===== config.mk =====
export PLATFORM = sky130hd
export DESIGN_NAME = master_rx_ctrl
export DESIGN_NICKNAME = d
export VERILOG_FILES = /design/src/rtl/master_pkg.sv /design/src/rtl/rx_word_fifo.sv /design/src/rtl/master_rx_ctrl.sv
export SDC_FILE = /design/constraint.sdc
export NUM_CORES = 1
export LEC_CHECK = 0
export CAP_MARGIN = 30
export CORE_ASPECT_RATIO = 1.2
export CORE_MARGIN = 5
export CORE_UTILIZATION = 56
export CTS_BUF_LIST = sky130_fd_sc_hd__clkbuf_8
export DETAILED_ROUTE_END_ITERATION = 8
export GPL_ROUTABILITY_DRIVEN = 0
export PLACE_DENSITY = 0.81
export RECOVER_POWER = 25
export SETUP_SLACK_MARGIN = 0.3
export SYNTH_ARGS = -nofsm -noshare
export SYNTH_HDL_FRONTEND = slang
export SYNTH_SLANG_ARGS = --single-unit
export TNS_END_PERCENT = 50

===== constraint.sdc =====
create_clock -name clk -period 4.1 [get_ports clk]
set_input_delay 0.41 -clock clk [delete_from_list [all_inputs] [get_ports clk]]
set_output_delay 0.41 -clock clk [all_outputs]
set_load 0.02 [all_outputs]

===== src/rtl/master_pkg.sv =====
// master_pkg: shared instruction codes and receive-controller state type
package master_pkg;
    localparam logic [2:0] INSTR_NOP  = 3'b000;
    localparam logic [2:0] INSTR_READ = 3'b001;
    typedef enum logic [1:0] {IDLE, RECV, DRAIN, ABORT} rx_ctrl_state_t;
endpackage


===== src/rtl/rx_word_fifo.sv =====
// rx_word_fifo: registered word buffer; push into a full FIFO only succeeds with a same-cycle pop
module rx_word_fifo #(
    parameter int WORD_SIZE  = 8,
    parameter int FIFO_DEPTH = 4
) (
    input  logic                 clk,
    input  logic                 rst_n,
    input  logic                 push,
    input  logic [WORD_SIZE-1:0] push_data,
    input  logic                 pop,
    output logic [WORD_SIZE-1:0] pop_data,
    output logic                 empty,
    output logic                 full
);
    localparam int AW = $clog2(FIFO_DEPTH);
    logic [WORD_SIZE-1:0] mem [FIFO_DEPTH];
    logic [AW-1:0] wr_ptr, rd_ptr;
    logic [AW:0] count;
    logic do_push, do_pop;
    assign empty    = count == '0;
    assign full     = count == (AW+1)'(FIFO_DEPTH);
    assign do_pop   = pop && !empty;
    assign do_push  = push && (!full || do_pop);
    assign pop_data = mem[rd_ptr];
    // pointers and occupancy; pointers wrap naturally since depth is a power of two
    always_ff @(posedge clk or negedge rst_n) begin
        if (!rst_n) begin
            wr_ptr <= '0;
            rd_ptr <= '0;
            count  <= '0;
        end else begin
            wr_ptr <= wr_ptr + AW'(do_push);
            rd_ptr <= rd_ptr + AW'(do_pop);
            count  <= count + (AW+1)'(do_push) - (AW+1)'(do_pop);
        end
    end
    // storage needs no reset: contents are meaningless while empty
    always_ff @(posedge clk) begin
        if (do_push) mem[wr_ptr] <= push_data;
    end
endmodule


===== src/rtl/master_rx_ctrl.sv =====
// master_rx_ctrl: sequences one master_in_port receive burst per request and streams words to the host
module master_rx_ctrl
    import master_pkg::*;
#(
    parameter int WORD_SIZE      = 8,
    parameter int BURST_SIZE     = 15,
    parameter int FIFO_DEPTH     = 4,
    parameter int TIMEOUT_CYCLES = 1023
) (
    input  logic                  clk,
    input  logic                  rst_n,
    input  logic                  req_valid,
    output logic                  req_ready,
    input  logic [2:0]            req_instr,
    input  logic [BURST_SIZE-1:0] req_burst,
    output logic                  port_s_valid,
    output logic [2:0]            port_instruction,
    output logic [BURST_SIZE-1:0] port_burst_size,
    output logic                  port_clr,
    input  logic                  port_new_data,
    input  logic [WORD_SIZE-1:0]  port_s_data,
    input  logic                  port_rx_done,
    output logic [WORD_SIZE-1:0]  m_data,
    output logic                  m_valid,
    input  logic                  m_ready,
    output logic                  busy,
    output logic                  done,
    output logic                  err_timeout,
    output logic                  err_overflow,
    output logic                  err_count
);
    localparam int WD_W = $clog2(TIMEOUT_CYCLES + 1);
    rx_ctrl_state_t state, state_nx;
    logic [2:0] instr_q;
    logic [BURST_SIZE:0] expected, word_cnt, cnt_after;
    logic [WD_W-1:0] wd;
    logic empty, full, accept, strobe, excess, push, pop, timeout_hit;
    assign accept      = req_valid && state == IDLE;
    assign strobe      = state == RECV && port_new_data;
    assign excess      = word_cnt == expected;
    assign push        = strobe && !excess;
    assign pop         = !empty && m_ready;
    assign m_valid     = !empty;
    assign cnt_after   = word_cnt + {{BURST_SIZE{1'b0}}, push};
    assign timeout_hit = !port_new_data && wd == WD_W'(TIMEOUT_CYCLES - 1);

    rx_word_fifo #(.WORD_SIZE(WORD_SIZE), .FIFO_DEPTH(FIFO_DEPTH)) u_fifo (
        .clk       (clk),
        .rst_n     (rst_n),
        .push      (push),
        .push_data (port_s_data),
        .pop       (pop),
        .pop_data  (m_data),
        .empty     (empty),
        .full      (full)
    );

    // state register
    always_ff @(posedge clk or negedge rst_n) begin
        if (!rst_n) state <= IDLE;
        else        state <= state_nx;
    end

    // next state: rx_done beats a same-cycle watchdog expiry
    always_comb begin
        state_nx = state;
        case (state)
            IDLE:    state_nx = accept ? RECV : IDLE;
            RECV:    state_nx = port_rx_done ? DRAIN : timeout_hit ? ABORT : RECV;
            DRAIN:   state_nx = empty ? IDLE : DRAIN;
            default: state_nx = DRAIN;
        endcase
    end

    // state-decoded outputs
    always_comb begin
        req_ready        = state == IDLE;
        busy             = state != IDLE;
        port_s_valid     = state == RECV;
        port_instruction = state == RECV ? instr_q : INSTR_NOP;
        port_clr         = state == ABORT;
        done             = state == DRAIN && empty;
    end

    // request latching, word/watchdog counters and sticky error flags
    always_ff @(posedge clk or negedge rst_n) begin
        if (!rst_n) begin
            instr_q         <= INSTR_NOP;
            port_burst_size <= '0;
            expected        <= '0;
            word_cnt        <= '0;
            wd              <= '0;
            err_timeout     <= 1'b0;
            err_overflow    <= 1'b0;
            err_count       <= 1'b0;
        end else if (accept) begin
            instr_q         <= req_instr;
            port_burst_size <= req_burst;
            expected        <= {1'b0, req_burst} + 1'b1;
            word_cnt        <= '0;
            wd              <= '0;
            err_timeout     <= 1'b0;
            err_overflow    <= 1'b0;
            err_count       <= 1'b0;
        end else if (state == RECV) begin
            wd       <= port_new_data ? '0 : wd + 1'b1;
            word_cnt <= cnt_after;
            if ((strobe && excess) || (port_rx_done && cnt_after != expected)) err_count <= 1'b1;
            if (push && full && !pop) err_overflow <= 1'b1;
            if (timeout_hit && !port_rx_done) err_timeout <= 1'b1;
        end
    end
endmodule

==> metrics.txt, run 1 <==
# TYPE chip_impl_metric gauge
chip_impl_metric{name="postPlaceCellArea",unit="mm2"} 0.00584
chip_impl_info{name="clock_tree_from_tritoncts",value="yes"} 1
chip_impl_metric{name="p_leak",unit="nW"} 2.52
chip_impl_metric{name="cts_buffers",unit=""} 9
chip_impl_metric{name="grt_use_total",unit="%"} 20.1
chip_impl_info{name="crit_path_start_kind",value="flop"} 1
chip_impl_info{name="status",value="complete, but fails checks"} 1
chip_impl_metric{name="maxCapViolations",unit=""} 1
chip_impl_metric{name="post-cts-setup-buffers",unit=""} 0
chip_impl_metric{name="p_sw",unit="mW"} 1.26
chip_impl_metric{name="yosys_register_bits",unit=""} 104
chip_impl_metric{name="clock_latency_on_the_worst_skew_pair",unit="ps"} 350
chip_impl_metric{name="grt-ovfl-total",unit=""} 0
chip_impl_metric{name="finalWirelength",unit="um"} 10500
chip_impl_info{name="failed_checks",value="capacitance limit, slew limit"} 1
chip_impl_metric{name="power.share.switching",unit="%"} 35.8
chip_impl_metric{name="grt_pass1_vias",unit=""} 3844
chip_impl_info{name="timing_worst_setup_path_type",value="reg2reg"} 1
chip_impl_metric{name="post-place-cells",unit=""} 654
chip_impl_metric{name="number_of_antenna_violations_at_the_first_check_in_global_routing",unit=""} 0
chip_impl_metric{name="avgRoutedWirePerCell",unit="um"} 15.7
chip_impl_info{name="setup_repair_after_global_routing_missed_its_margin",value="no"} 1
chip_impl_metric{name="yosys.area.top_type_share",unit="%"} 35.4
chip_impl_info{name="synth_flop_cell",value="dfrtp_1"} 1
chip_impl_metric{name="timing.final.setup_violations",unit=""} 0
chip_impl_info{name="clockRootBuffer",value="clkbuf_8"} 1
chip_impl_metric{name="achievable-frequency",unit="MHz"} 289
chip_impl_metric{name="resized_gates_after_cts",unit=""} 0
chip_impl_metric{name="synth-edff-count",unit=""} 32
chip_impl_metric{name="timing.critical_path.fanout_max",unit=""} 8
chip_impl_info{name="leading_cell_type_in_the_layout_fill_and_taps_excluded",value="nand2_1"} 1
chip_impl_metric{name="dr_total_vias",unit=""} 3751
chip_impl_metric{name="clkSlewWorstSetupHoldPaths",unit="ps"} 90
chip_impl_metric{name="grt_start_max_net_pins",unit=""} 41
chip_impl_metric{name="start_util",unit="%"} 56.6
chip_impl_metric{name="r2r.worst_path.cells",unit=""} 12
chip_impl_metric{name="power_report.internal_total",unit="mW"} 2.26
chip_impl_metric{name="grt_pass1_wl",unit="um"} 18100
chip_impl_metric{name="vias_per_cell",unit=""} 5.60
chip_impl_metric{name="clock-skew-final",unit="ps"} 10.8
chip_impl_metric{name="power.density_cell_area",unit="mW/mm2"} 581
chip_impl_metric{name="synth_fp_nets",unit=""} 528
chip_impl_info{name="min-delay-path-class",value="reg2reg"} 1
chip_impl_metric{name="power.sequential.fraction",unit="%"} 43.1
chip_impl_metric{name="n_fill_cell",unit=""} 666
chip_impl_metric{name="critPathArrivalTime",unit="ps"} 3690
chip_impl_metric{name="asyncSetResetFlopFracSynth",unit="%"} 69.2
chip_impl_metric{name="ant_nets",unit=""} 0
chip_impl_metric{name="final_clock_period_utilization_by_the_worst_path",unit="%"} 84.3
chip_impl_metric{name="finish.net_count",unit=""} 587
chip_impl_metric{name="pwr-share-clk",unit="%"} 19.0
chip_impl_metric{name="antenna_cells_inserted",unit=""} 0
chip_impl_metric{name="max_slew_margin",unit="%"} -18.2
chip_impl_metric{name="ioPinCount",unit=""} 67
chip_impl_metric{name="detailedRoute.firstPassIterationCount",unit=""} 5
chip_impl_info{name="synth_top_cells_by_area",value="dfrtp_1 (35%), edfxtp_1 (19%), nand2_1 (7.5%), o21ai_0 (5.0%), xor2_1 (4.8%)"} 1
chip_impl_info{name="startpoint",value="word_cnt[2]"} 1
chip_impl_metric{name="detailed_route_drc_error_count",unit=""} 0
chip_impl_metric{name="clkSinkCount",unit=""} 104
chip_impl_metric{name="synth.lib_cells_used.distinct",unit=""} 44
chip_impl_metric{name="finalInstanceArea",unit="mm2"} 0.00605
chip_impl_metric{name="cts-root-to-sink-buffers",unit=""} 2
chip_impl_metric{name="power_frac_comb",unit="%"} 37.9
chip_impl_metric{name="mappedNetlistArea",unit="mm2"} 0.00509
chip_impl_metric{name="yosys_warnings",unit=""} 0
chip_impl_metric{name="floorplan.die.height",unit="um"} 114
chip_impl_metric{name="port_buffers",unit=""} 66
chip_impl_metric{name="core-area",unit="mm2"} 0.00899
chip_impl_metric{name="post-dp-hpwl",unit="um"} 7700
chip_impl_metric{name="syn_inst",unit=""} 486
chip_impl_metric{name="clock_tree.htree_level_count",unit=""} 3
chip_impl_info{name="worstReg2RegEnd",value="err_count"} 1
chip_impl_info{name="worst_setup_path_end",value="err_count"} 1
chip_impl_metric{name="worst_slew_pin_slew",unit="ps"} 1770
chip_impl_metric{name="die_x",unit="um"} 97.0
chip_impl_metric{name="synth_sequential_area_ratio",unit="%"} 54.3
chip_impl_metric{name="postCtsHoldBufs",unit=""} 0
chip_impl_metric{name="worst-endpoint-required",unit="ps"} 4340
chip_impl_info{name="final_cell_mix",value="nand2_1 (101), dfrtp_1 (72), clkdlybuf4s50_1 (58)"} 1
chip_impl_metric{name="area_delta_synth_final",unit="%"} 18.9
chip_impl_metric{name="detail_route.iter0.violations",unit=""} 150
chip_impl_metric{name="power.ir.vdd_worst",unit="uV"} 363
chip_impl_metric{name="post-route-min-period",unit="ps"} 3460
chip_impl_metric{name="final_total_negative_setup_slack",unit="ps"} 0
chip_impl_metric{name="fp.dieArea",unit="mm2"} 0.0111
chip_impl_metric{name="placementRows",unit=""} 38
chip_impl_metric{name="reg2reg_slack",unit="ps"} 640
chip_impl_metric{name="synthesis.area_per_instance",unit="um2"} 10.5
chip_impl_metric{name="final_cells",unit=""} 670
chip_impl_metric{name="drive_gt1_share",unit="%"} 6.73
chip_impl_info{name="synth_area_leader_cell",value="dfrtp_1"} 1
chip_impl_info{name="worst_setup_path_end_kind",value="flop"} 1
chip_impl_metric{name="final_hold_viol_count",unit=""} 0
chip_impl_metric{name="finalMaxSlewViolations",unit=""} 34
chip_impl_info{name="r2r_start",value="word_cnt[2]"} 1
[through the flow]
| stage | setup WS, ps | hold slack [ps] | total power [mW] | utilization (%) |
|---|---|---|---|---|
| final | 644 | 471 | 3.52 | 67.3 |
| after global routing | 400 | 507 | 3.76 | 67.3 |
| after CTS | 661 | 123 | 3.55 | 67.3 |
| after detailed placement | 674 | 456 | 2.87 | 65.0 |
| after global placement | 888 | 453 | 2.83 | 65.0 |
| after floorplan | 1100 | 114 | 2.32 | - |
[layer usage]
layer | up-vias | share of wire, % | GRT usage, %
li1 | 1829 | - | -
met1 | 1790 | 42 | 24.4
met2 | 110 | 51 | 35.6
met3 | 22 | 4.4 | 4.33
met4 | 0 | 2.3 | 7.12
met5 | - | 0 | 0
[critical path, cell delays in order (launching register included)]
cell and delay (ps):
dfrtp_1 530, xor2_1 380, nor4b_1 120, nand4_1 120
and3_1 260, ha_1 330, nand4_1 260, nor4_1 370
mux2i_1 230, mux2i_1 80, o2bb2a_1 320, o311ai_1 250
o21ai_1 100
[registers in the layout, indices dropped and copies added (netlist names), 2 cells and up]
| name | count |
|---|---|
| u_fifo.wr_ptr | 2 |
| wd | 10 |
| u_fifo.mem | 32 |
| port_burst_size | 15 |
| u_fifo.count | 3 |
| expected | 16 |
| state | 2 |
| instr_q | 3 |
| word_cnt | 16 |
| u_fifo.rd_ptr | 2 |
[logic make-up after synthesis]
group	count (synthesis)	share of synthesized area [%]
AO/OA/AOI/OAI	81	9.12
multiplexers	11	4.13
AND/OR/NAND/NOR	198	18.9
buffers and inverters	36	3.00
XOR/XNOR	46	7.92
flip-flops	104	54.3
adder cells (fa/ha/maj)	10	2.61
[cells in the mapped netlist (2+ instances only)]
| library cell | instances |
|---|---|
| nand2b_1 | 5 |
| nand4_1 | 15 |
| edfxtp_1 | 32 |
| nand3_1 | 17 |
| mux4_2 | 8 |
| nor4b_1 | 2 |
| nor2_1 | 20 |
| buf_2 | 8 |
| and2_1 | 7 |
| xnor2_1 | 18 |
| inv_1 | 9 |
| and3_1 | 7 |
| o21ai_0 | 51 |
| nor4_2 | 2 |
| a31oi_1 | 7 |
| o211ai_1 | 5 |
| mux2i_1 | 3 |
| nor4_1 | 4 |
| o31ai_1 | 5 |
| dfrtp_1 | 72 |
| xor2_1 | 28 |
| a21oi_1 | 7 |
| nor3_1 | 6 |
| clkbuf_1 | 16 |
| ha_1 | 9 |
| nand2_1 | 101 |
| nor3b_1 | 5 |
[area by class of cell]
| type | count | area (um2) | area share (%) |
|---|---|---|---|
| well taps | 120 | 150 | 2.48 |
| flip-flops and latches | 104 | 2760 | 45.7 |
| clock inverters | 7 | 88.8 | 1.47 |
| multi-input cells | 346 | 2170 | 35.9 |
| inverters | 10 | 37.5 | 0.620 |
| clock buffers | 9 | 124 | 2.05 |
| repair buffers | 74 | 714 | 11.8 |
[how the worst min path moves through the flow]
stage / start / end / slack, ps / depth (start not counted)
6_report: instr_q[1] / instr_q[1] / 470 / 2
5_1_grt: wd[8] / wd[8] / 510 / 1
4_1_cts: rst_n / wd[2] / 120 / 1
3_5_place_dp: instr_q[1] / instr_q[1] / 460 / 2
3_3_place_gp: instr_q[2] / instr_q[2] / 450 / 2
2_1_floorplan: rst_n / err_count / 110 / 0
[power by group through the flow]
| stage | sequential [mW] | combinational (mW) | clock (mW) |
|---|---|---|---|
| 2_1_floorplan | 1.55 | 0.775 | 0 |
| 6_report | 1.52 | 1.33 | 0.668 |
| 3_5_place_dp | 1.53 | 1.34 | 0 |
| 5_1_grt | 1.55 | 1.47 | 0.737 |
| 4_1_cts | 1.52 | 1.35 | 0.680 |
| 3_3_place_gp | 1.52 | 1.30 | 0 |
Note: power is estimated with default switching activity, not from simulation.
==> inputs of run 2 (changes only) <==
==> constraint.sdc (replaced) <==
create_clock -name clk -period 3.3 [get_ports clk]
set_input_delay 0.33 -clock clk [delete_from_list [all_inputs] [get_ports clk]]
set_output_delay 0.33 -clock clk [all_outputs]
set_load 0.02 [all_outputs]
==> run 2 against run 1 <==
The flow still finishes with violations (capacitance limit, slew limit); sequential cell count is the same; final area up 6.0%; sequential power grew 25%; critical path depth up 2; total power rose by 32%; largest power group unchanged; critical endpoint unchanged; sequential share of layout area is 2.5 points lower.
==> metrics.txt, run 2 (synthesized netlist as in run 1, its figures left out) <==
# TYPE chip_impl_metric gauge
chip_impl_metric{name="grt_pass1_wl",unit="um"} 18500
chip_impl_info{name="timing_worst_setup_path_type",value="reg2reg"} 1
chip_impl_metric{name="slack_of_the_critical_path",unit="ps"} 63.9
chip_impl_metric{name="clkSinkCount",unit=""} 104
chip_impl_metric{name="n_fill_cell",unit=""} 614
chip_impl_metric{name="path_depth",unit=""} 14
chip_impl_metric{name="vias_per_cell",unit=""} 5.61
chip_impl_metric{name="detail_route.iter0.violations",unit=""} 198
chip_impl_metric{name="r2r.worst_path.cells",unit=""} 14
chip_impl_metric{name="fin_hold_ws",unit="ps"} 472
chip_impl_info{name="timing.critical_path.cells",value="xnor2_2 > nand2_1 > nor4b_2 > nand4_1 > and3_4 > ha_4 > nand4_1 > buf_4 > nor4_2 > mux2i_1 > mux2i_1 > o2bb2a_2 > o311ai_2 > o21ai_1"} 1
chip_impl_metric{name="grt_start_max_net_pins",unit=""} 60
chip_impl_metric{name="finalWirelength",unit="um"} 11400
chip_impl_metric{name="achievable-frequency",unit="MHz"} 309
chip_impl_metric{name="critPathBufInv",unit=""} 1
chip_impl_metric{name="grt-ovfl-total",unit=""} 0
chip_impl_metric{name="core-area",unit="mm2"} 0.00899
chip_impl_metric{name="detailedRoute.firstPassIterationCount",unit=""} 5
chip_impl_info{name="leading_cell_type_in_the_layout_fill_and_taps_excluded",value="nand2_1"} 1
chip_impl_metric{name="timing.final.setup_violations",unit=""} 0
chip_impl_metric{name="dr_total_vias",unit=""} 3886
chip_impl_info{name="worst_setup_path_end_kind",value="flop"} 1
chip_impl_metric{name="critPathArrivalTime",unit="ps"} 3490
chip_impl_metric{name="die_x",unit="um"} 97.0
chip_impl_info{name="min-delay-path-class",value="reg2reg"} 1
chip_impl_metric{name="p_leak",unit="nW"} 2.67
chip_impl_metric{name="start_util",unit="%"} 56.6
chip_impl_metric{name="post-route-min-period",unit="ps"} 3240
chip_impl_info{name="failed_checks",value="capacitance limit, slew limit"} 1
chip_impl_metric{name="fp.dieArea",unit="mm2"} 0.0111
chip_impl_info{name="status",value="complete, but fails checks"} 1
chip_impl_metric{name="final_cells",unit=""} 693
chip_impl_metric{name="floorplan.die.height",unit="um"} 114
chip_impl_metric{name="ant_nets",unit=""} 0
chip_impl_metric{name="clock_latency_on_the_worst_skew_pair",unit="ps"} 370
chip_impl_metric{name="max_slew_margin",unit="%"} -38.9
chip_impl_metric{name="cts-root-to-sink-buffers",unit=""} 2
chip_impl_info{name="slowest_cell_on_the_critical_path",value="dfrtp_1"} 1
chip_impl_metric{name="finalMaxSlewViolations",unit=""} 39
chip_impl_metric{name="place_worst_setup_slack",unit="ps"} 75.6
chip_impl_info{name="crit_path_start_kind",value="flop"} 1
chip_impl_metric{name="ioPinCount",unit=""} 67
chip_impl_metric{name="number_of_antenna_violations_at_the_first_check_in_global_routing",unit=""} 0
chip_impl_info{name="final_cell_mix",value="nand2_1 (101), dfrtp_1 (68), clkdlybuf4s50_1 (57)"} 1
chip_impl_metric{name="antenna_cells_inserted",unit=""} 0
chip_impl_metric{name="largest_register_ffs",unit=""} 32
chip_impl_metric{name="placementRows",unit=""} 38
chip_impl_metric{name="clkSlewWorstSetupHoldPaths",unit="ps"} 100
chip_impl_metric{name="postLayoutCoreUtil",unit="%"} 71.4
chip_impl_metric{name="power.density_cell_area",unit="mW/mm2"} 725
chip_impl_metric{name="grt_pass1_vias",unit=""} 3963
chip_impl_metric{name="maxCapViolations",unit=""} 1
chip_impl_metric{name="post-place-cells",unit=""} 665
chip_impl_metric{name="timing.critical_path.fanout_max",unit=""} 8
chip_impl_metric{name="finish.net_count",unit=""} 610
chip_impl_metric{name="final_hold_viol_count",unit=""} 0
chip_impl_metric{name="avgRoutedWirePerCell",unit="um"} 16.4
chip_impl_metric{name="hold_depth",unit=""} 2
chip_impl_metric{name="power.ir.vdd_worst",unit="uV"} 539
chip_impl_metric{name="area_delta_synth_final",unit="%"} 26.1
chip_impl_info{name="timing.critical_path.max_delay_family",value="simple AND/OR/NAND/NOR gates"} 1
chip_impl_metric{name="clock-skew-final",unit="ps"} 11.6
chip_impl_metric{name="drive_gt1_share",unit="%"} 14.5
chip_impl_metric{name="worst_slew_pin_slew",unit="ps"} 2080
chip_impl_info{name="clock_tree_from_tritoncts",value="yes"} 1
chip_impl_metric{name="final_clock_period_utilization_by_the_worst_path",unit="%"} 98.1
chip_impl_info{name="reg.largest.list",value="u_fifo.mem x32, expected x16, word_cnt x16"} 1
chip_impl_metric{name="clock_tree.htree_level_count",unit=""} 3
chip_impl_metric{name="cts_buffers",unit=""} 9
chip_impl_metric{name="port_buffers",unit=""} 66
chip_impl_info{name="max_flop_register",value="u_fifo.mem"} 1
chip_impl_metric{name="worst_path_largest_cell_delay",unit="ps"} 470
chip_impl_metric{name="post-dp-hpwl",unit="um"} 7940
chip_impl_info{name="clockRootBuffer",value="clkbuf_8"} 1
chip_impl_metric{name="worst-endpoint-required",unit="ps"} 3550
chip_impl_info{name="setup_repair_after_global_routing_missed_its_margin",value="yes"} 1
chip_impl_metric{name="final_total_negative_setup_slack",unit="ps"} 0
chip_impl_metric{name="detailed_route_drc_error_count",unit=""} 0
chip_impl_metric{name="grt_use_total",unit="%"} 20.9
## run 2: cell count changes in the layout (fill, tap and decap cells not counted), moves of 2 or more
cell	before	now
xnor2_2	0	6
dfrtp_2	0	4
bufinv_16	2	4
xor2_1	28	23
ha_1	9	7
dfrtp_1	72	68
xnor2_1	18	12
ha_4	0	2
xor2_2	0	5
buf_4	8	31
## run 2: metrics by stage
step                cell area, um2  power (mW)
detailed placement            5920        3.57
finish                        6410        4.65
floorplan                     5090        2.89
global route                  6410        4.93
CTS                           6300        4.64
global placement              5910        3.51
## run 2: metal layers
| layer | vias to the layer above | part of all wire, % | global-route usage, % |
|---|---|---|---|
| met1 | 1864 | 40 | 23.9 |
| li1 | 1865 | - | - |
| met4 | 0 | 3.5 | 11.7 |
| met5 | - | 0 | 0 |
| met2 | 123 | 52 | 37.1 |
| met3 | 34 | 4.5 | 3.66 |
## run 2: final cells by class
class	count	area (um2)	area share, %
Clock buffer	9	124	1.93
Clock inverter	7	136	2.13
Inverter	10	37.5	0.585
Multi-Input combinational cell	346	2310	36.0
Sequential cell	104	2770	43.1
Tap cell	120	150	2.34
Timing Repair Buffer	97	887	13.8
## run 2: path summary, 6_finish.rpt
kind / to / startpoint / slack (ps)
hold / removal: instr_q[1] / instr_q[1] / 470
max in group asynchronous: word_cnt[3] / rst_n / 1400
hold reg to reg: instr_q[1] / instr_q[1] / 470
min in group asynchronous: instr_q[1] / rst_n / 560
setup reg to reg: err_count / word_cnt[14] / 60
setup / recovery: err_count / word_cnt[14] / 60
## run 2: where the power goes
part	internal (mW)	leakage, nW	switching [mW]	total (mW)
clock network	0.576	0.136	0.415	0.991
registers	1.62	1.22	0.287	1.90
logic	0.839	1.32	0.919	1.76
total	3.03	2.67	1.62	4.65
## run 2: repair_timing
item	CTS	global route
buffers inserted	4	8
pin swaps	3	13
cloned	0	0
setup endpoints to repair	1	1
hold buffers	0	0
gates resized for setup	17	9
## run 2: worst register-to-register path: stages, from the launching register on
cell and delay (ps):
dfrtp_1 470, xnor2_2 240, nand2_1 90, nor4b_2 330, nand4_1 190, and3_4 250, ha_4 190, nand4_1 170
buf_4 160, nor4_2 40, mux2i_1 230, mux2i_1 130, o2bb2a_2 290, o311ai_2 250, o21ai_1 110
==> inputs of run 3 (changes only) <==
--- a/config.mk
+++ b/config.mk
@@ -12,7 +12,7 @@
 export CTS_BUF_LIST = sky130_fd_sc_hd__clkbuf_8
 export DETAILED_ROUTE_END_ITERATION = 8
 export GPL_ROUTABILITY_DRIVEN = 0
-export PLACE_DENSITY = 0.81
+export PLACE_DENSITY = 0.89
 export RECOVER_POWER = 25
 export SETUP_SLACK_MARGIN = 0.3
 export SYNTH_ARGS = -nofsm -noshare
==> constraint.sdc (replaced) <==
create_clock -name clk -period 3.17 [get_ports clk]
set_input_delay 0.317 -clock clk [delete_from_list [all_inputs] [get_ports clk]]
set_output_delay 0.317 -clock clk [all_outputs]
set_load 0.02 [all_outputs]
==> run 3 against run 2 <==
The run ends with capacitance limit, slew limit, setup timing left; core utilization is 0.81 points lower; final area is 1.1% lower; global-route usage is 0.80 points higher; highest routed layer unchanged; critical path type unchanged; first-iteration DRC count is 99% higher; critical path depth stayed put; clock skew is 1.3 ps higher; sequential power is 4% higher.
==> metrics.txt, run 3 (synthesized netlist as in run 1, its figures left out) <==
# TYPE chip_impl_metric gauge
chip_impl_metric{name="clock_latency_on_the_worst_skew_pair",unit="ps"} 370
chip_impl_metric{name="finalMaxSlewViolations",unit=""} 38
chip_impl_metric{name="cts_buffers",unit=""} 9
chip_impl_metric{name="post-dp-hpwl",unit="um"} 8370
chip_impl_metric{name="avgRoutedWirePerCell",unit="um"} 17.1
chip_impl_metric{name="detailed_route_drc_error_count",unit=""} 0
chip_impl_metric{name="grt-ovfl-total",unit=""} 0
chip_impl_metric{name="place_worst_setup_slack",unit="ps"} -140
chip_impl_metric{name="clkSlewWorstSetupHoldPaths",unit="ps"} 90
chip_impl_metric{name="finish.net_count",unit=""} 612
chip_impl_info{name="setup_repair_after_global_routing_missed_its_margin",value="yes"} 1
chip_impl_metric{name="power.density_cell_area",unit="mW/mm2"} 724
chip_impl_info{name="final_cell_mix",value="nand2_1 (101), dfrtp_1 (67), clkdlybuf4s50_1 (57)"} 1
chip_impl_metric{name="detail_route.iter0.violations",unit=""} 394
chip_impl_metric{name="fp.dieArea",unit="mm2"} 0.0111
chip_impl_metric{name="n_fill_cell",unit=""} 594
chip_impl_metric{name="timing.critical_path.fanout_max",unit=""} 4
chip_impl_metric{name="power.ir.vdd_worst",unit="uV"} 726
chip_impl_info{name="startpoint",value="word_cnt[9]"} 1
chip_impl_metric{name="slack_of_the_critical_path",unit="ps"} -109
chip_impl_metric{name="grt_pass1_wl",unit="um"} 19300
chip_impl_info{name="timing.critical_path.cells",value="xnor2_2 > nand4_1 > nor4b_2 > nand4_1 > and3_4 > ha_4 > nand4_1 > buf_4 > nor3_4 > xnor2_2 > a2111oi_2 > nand3_1 > o311ai_1 > o21ai_1"} 1
chip_impl_info{name="leading_cell_type_in_the_layout_fill_and_taps_excluded",value="nand2_1"} 1
chip_impl_metric{name="port_buffers",unit=""} 66
chip_impl_metric{name="clock-skew-final",unit="ps"} 12.8
chip_impl_metric{name="detailedRoute.firstPassIterationCount",unit=""} 5
chip_impl_info{name="status",value="complete, but fails checks"} 1
chip_impl_metric{name="p_leak",unit="nW"} 2.66
chip_impl_info{name="max_flop_register",value="u_fifo.mem"} 1
chip_impl_metric{name="final_hold_viol_count",unit=""} 0
chip_impl_metric{name="core-area",unit="mm2"} 0.00899
chip_impl_metric{name="worst_slew_pin_slew",unit="ps"} 2040
chip_impl_metric{name="ioPinCount",unit=""} 67
chip_impl_metric{name="drive_gt1_share",unit="%"} 14.8
chip_impl_info{name="clock_tree_from_tritoncts",value="yes"} 1
chip_impl_metric{name="post-route-min-period",unit="ps"} 3280
chip_impl_metric{name="max_slew_margin",unit="%"} -36.0
chip_impl_metric{name="postPlaceCellArea",unit="mm2"} 0.00594
chip_impl_metric{name="ant_nets",unit=""} 0
chip_impl_metric{name="antenna_cells_inserted",unit=""} 0
chip_impl_metric{name="placementRows",unit=""} 38
chip_impl_metric{name="die_x",unit="um"} 97.0
chip_impl_metric{name="start_util",unit="%"} 56.6
chip_impl_info{name="r2r_start",value="word_cnt[9]"} 1
chip_impl_metric{name="achievable-frequency",unit="MHz"} 305
chip_impl_info{name="slowest_cell_on_the_critical_path",value="dfrtp_1"} 1
chip_impl_info{name="crit_path_start_kind",value="flop"} 1
chip_impl_metric{name="worst-endpoint-required",unit="ps"} 3410
chip_impl_metric{name="timing.final.setup_violations",unit=""} 1
chip_impl_metric{name="final_clock_period_utilization_by_the_worst_path",unit="%"} 103
chip_impl_metric{name="cts-root-to-sink-buffers",unit=""} 2
chip_impl_metric{name="worst_path_largest_cell_delay",unit="ps"} 420
chip_impl_metric{name="vias_per_cell",unit=""} 5.86
chip_impl_info{name="startpoint_of_the_most_critical_hold_path",value="req_instr[0]"} 1
chip_impl_metric{name="clock_tree.htree_level_count",unit=""} 3
chip_impl_info{name="critPathMostFrequentCell",value="nand4_1"} 1
chip_impl_metric{name="maxCapViolations",unit=""} 1
chip_impl_metric{name="grt_use_total",unit="%"} 21.7
chip_impl_metric{name="grt_start_max_net_pins",unit=""} 60
chip_impl_metric{name="clkSinkCount",unit=""} 104
chip_impl_info{name="min-delay-path-class",value="in2reg"} 1
chip_impl_info{name="clockRootBuffer",value="clkbuf_8"} 1
chip_impl_metric{name="floorplan.die.height",unit="um"} 114
chip_impl_metric{name="finalInstanceArea",unit="mm2"} 0.00634
chip_impl_info{name="timing_worst_setup_path_type",value="reg2reg"} 1
chip_impl_metric{name="area_delta_synth_final",unit="%"} 24.6
chip_impl_info{name="worst_setup_path_end_kind",value="flop"} 1
chip_impl_metric{name="finalWirelength",unit="um"} 11900
chip_impl_info{name="reg.largest.list",value="u_fifo.mem x32, expected x16, word_cnt x16"} 1
chip_impl_metric{name="grt_pass1_vias",unit=""} 4130
chip_impl_metric{name="number_of_antenna_violations_at_the_first_check_in_global_routing",unit=""} 0
chip_impl_metric{name="largest_register_ffs",unit=""} 32
chip_impl_metric{name="critPathArrivalTime",unit="ps"} 3520
chip_impl_info{name="failed_checks",value="capacitance limit, slew limit, setup timing"} 1
chip_impl_metric{name="dr_total_vias",unit=""} 4070
run 3: timing repair:
action / in CTS / in global routing
setup buffers: 4 / 8
endpoints found under the setup margin: 1 / 1
resized for setup: 16 / 8
pin swaps: 6 / 12
hold buffers: 0 / 0
run 3: power by group:
group	internal (mW)	total, mW	switching (mW)
combinational	0.894	1.90	1.00
clock	0.280	0.716	0.436
sequential	1.68	1.98	0.299
total	2.86	4.59	1.74
run 3: stage by stage:
step	instances	power [mW]	setup TNS, ps	hold WS [ps]	util [%]
2_1_floorplan	486	3.01	0	21.4	-
3_3_place_gp	664	3.67	0	455	66.0
3_5_place_dp	667	3.76	-140	465	66.1
4_1_cts	687	4.55	0	69.6	69.3
5_1_grt	695	4.87	-156	475	70.6
6_report	695	4.59	-109	475	70.6
run 3: worst paths after layout:
path                           endpoint  slack [ps]  cells past startpoint
setup / recovery              err_count        -110                     14
hold / removal               instr_q[0]         470                      3
setup reg to reg              err_count        -110                     14
hold reg to reg                   wd[6]         490                      1
max in group asynchronous   word_cnt[4]        1340                      1
min in group asynchronous  err_overflow         520                      1
run 3: layer usage:
metal | vias to the layer above | track usage, % | wire length [um]
met5 | - | 0 | 0
li1 | 1865 | - | -
met3 | 47 | 5.30 | 902
met2 | 217 | 37.2 | 5950
met4 | 0 | 10.3 | 391
met1 | 1941 | 25.9 | 4660
run 3: area by class of cell:
cell class | instances | area (um2) | share of cell area [%]
tap | 120 | 150 | 2.37
inverter | 10 | 37.5 | 0.592
clock buffer | 9 | 124 | 1.95
multi-input combinational | 346 | 2310 | 36.5
sequential | 104 | 2770 | 43.7
timing repair buffer | 99 | 907 | 14.3
clock inverter | 7 | 42.5 | 0.671
run 3: critical path: cells and delay by family (launching register included):
kind / cells / cell delay (ps)
and+or+nand+nor: 7 / 1230
DFF: 1 / 420
adders and majority gates: 1 / 180
buffers and inverters: 1 / 160
AOI/OAI and AO/OA: 3 / 810
xor gates and xnor gates: 2 / 370
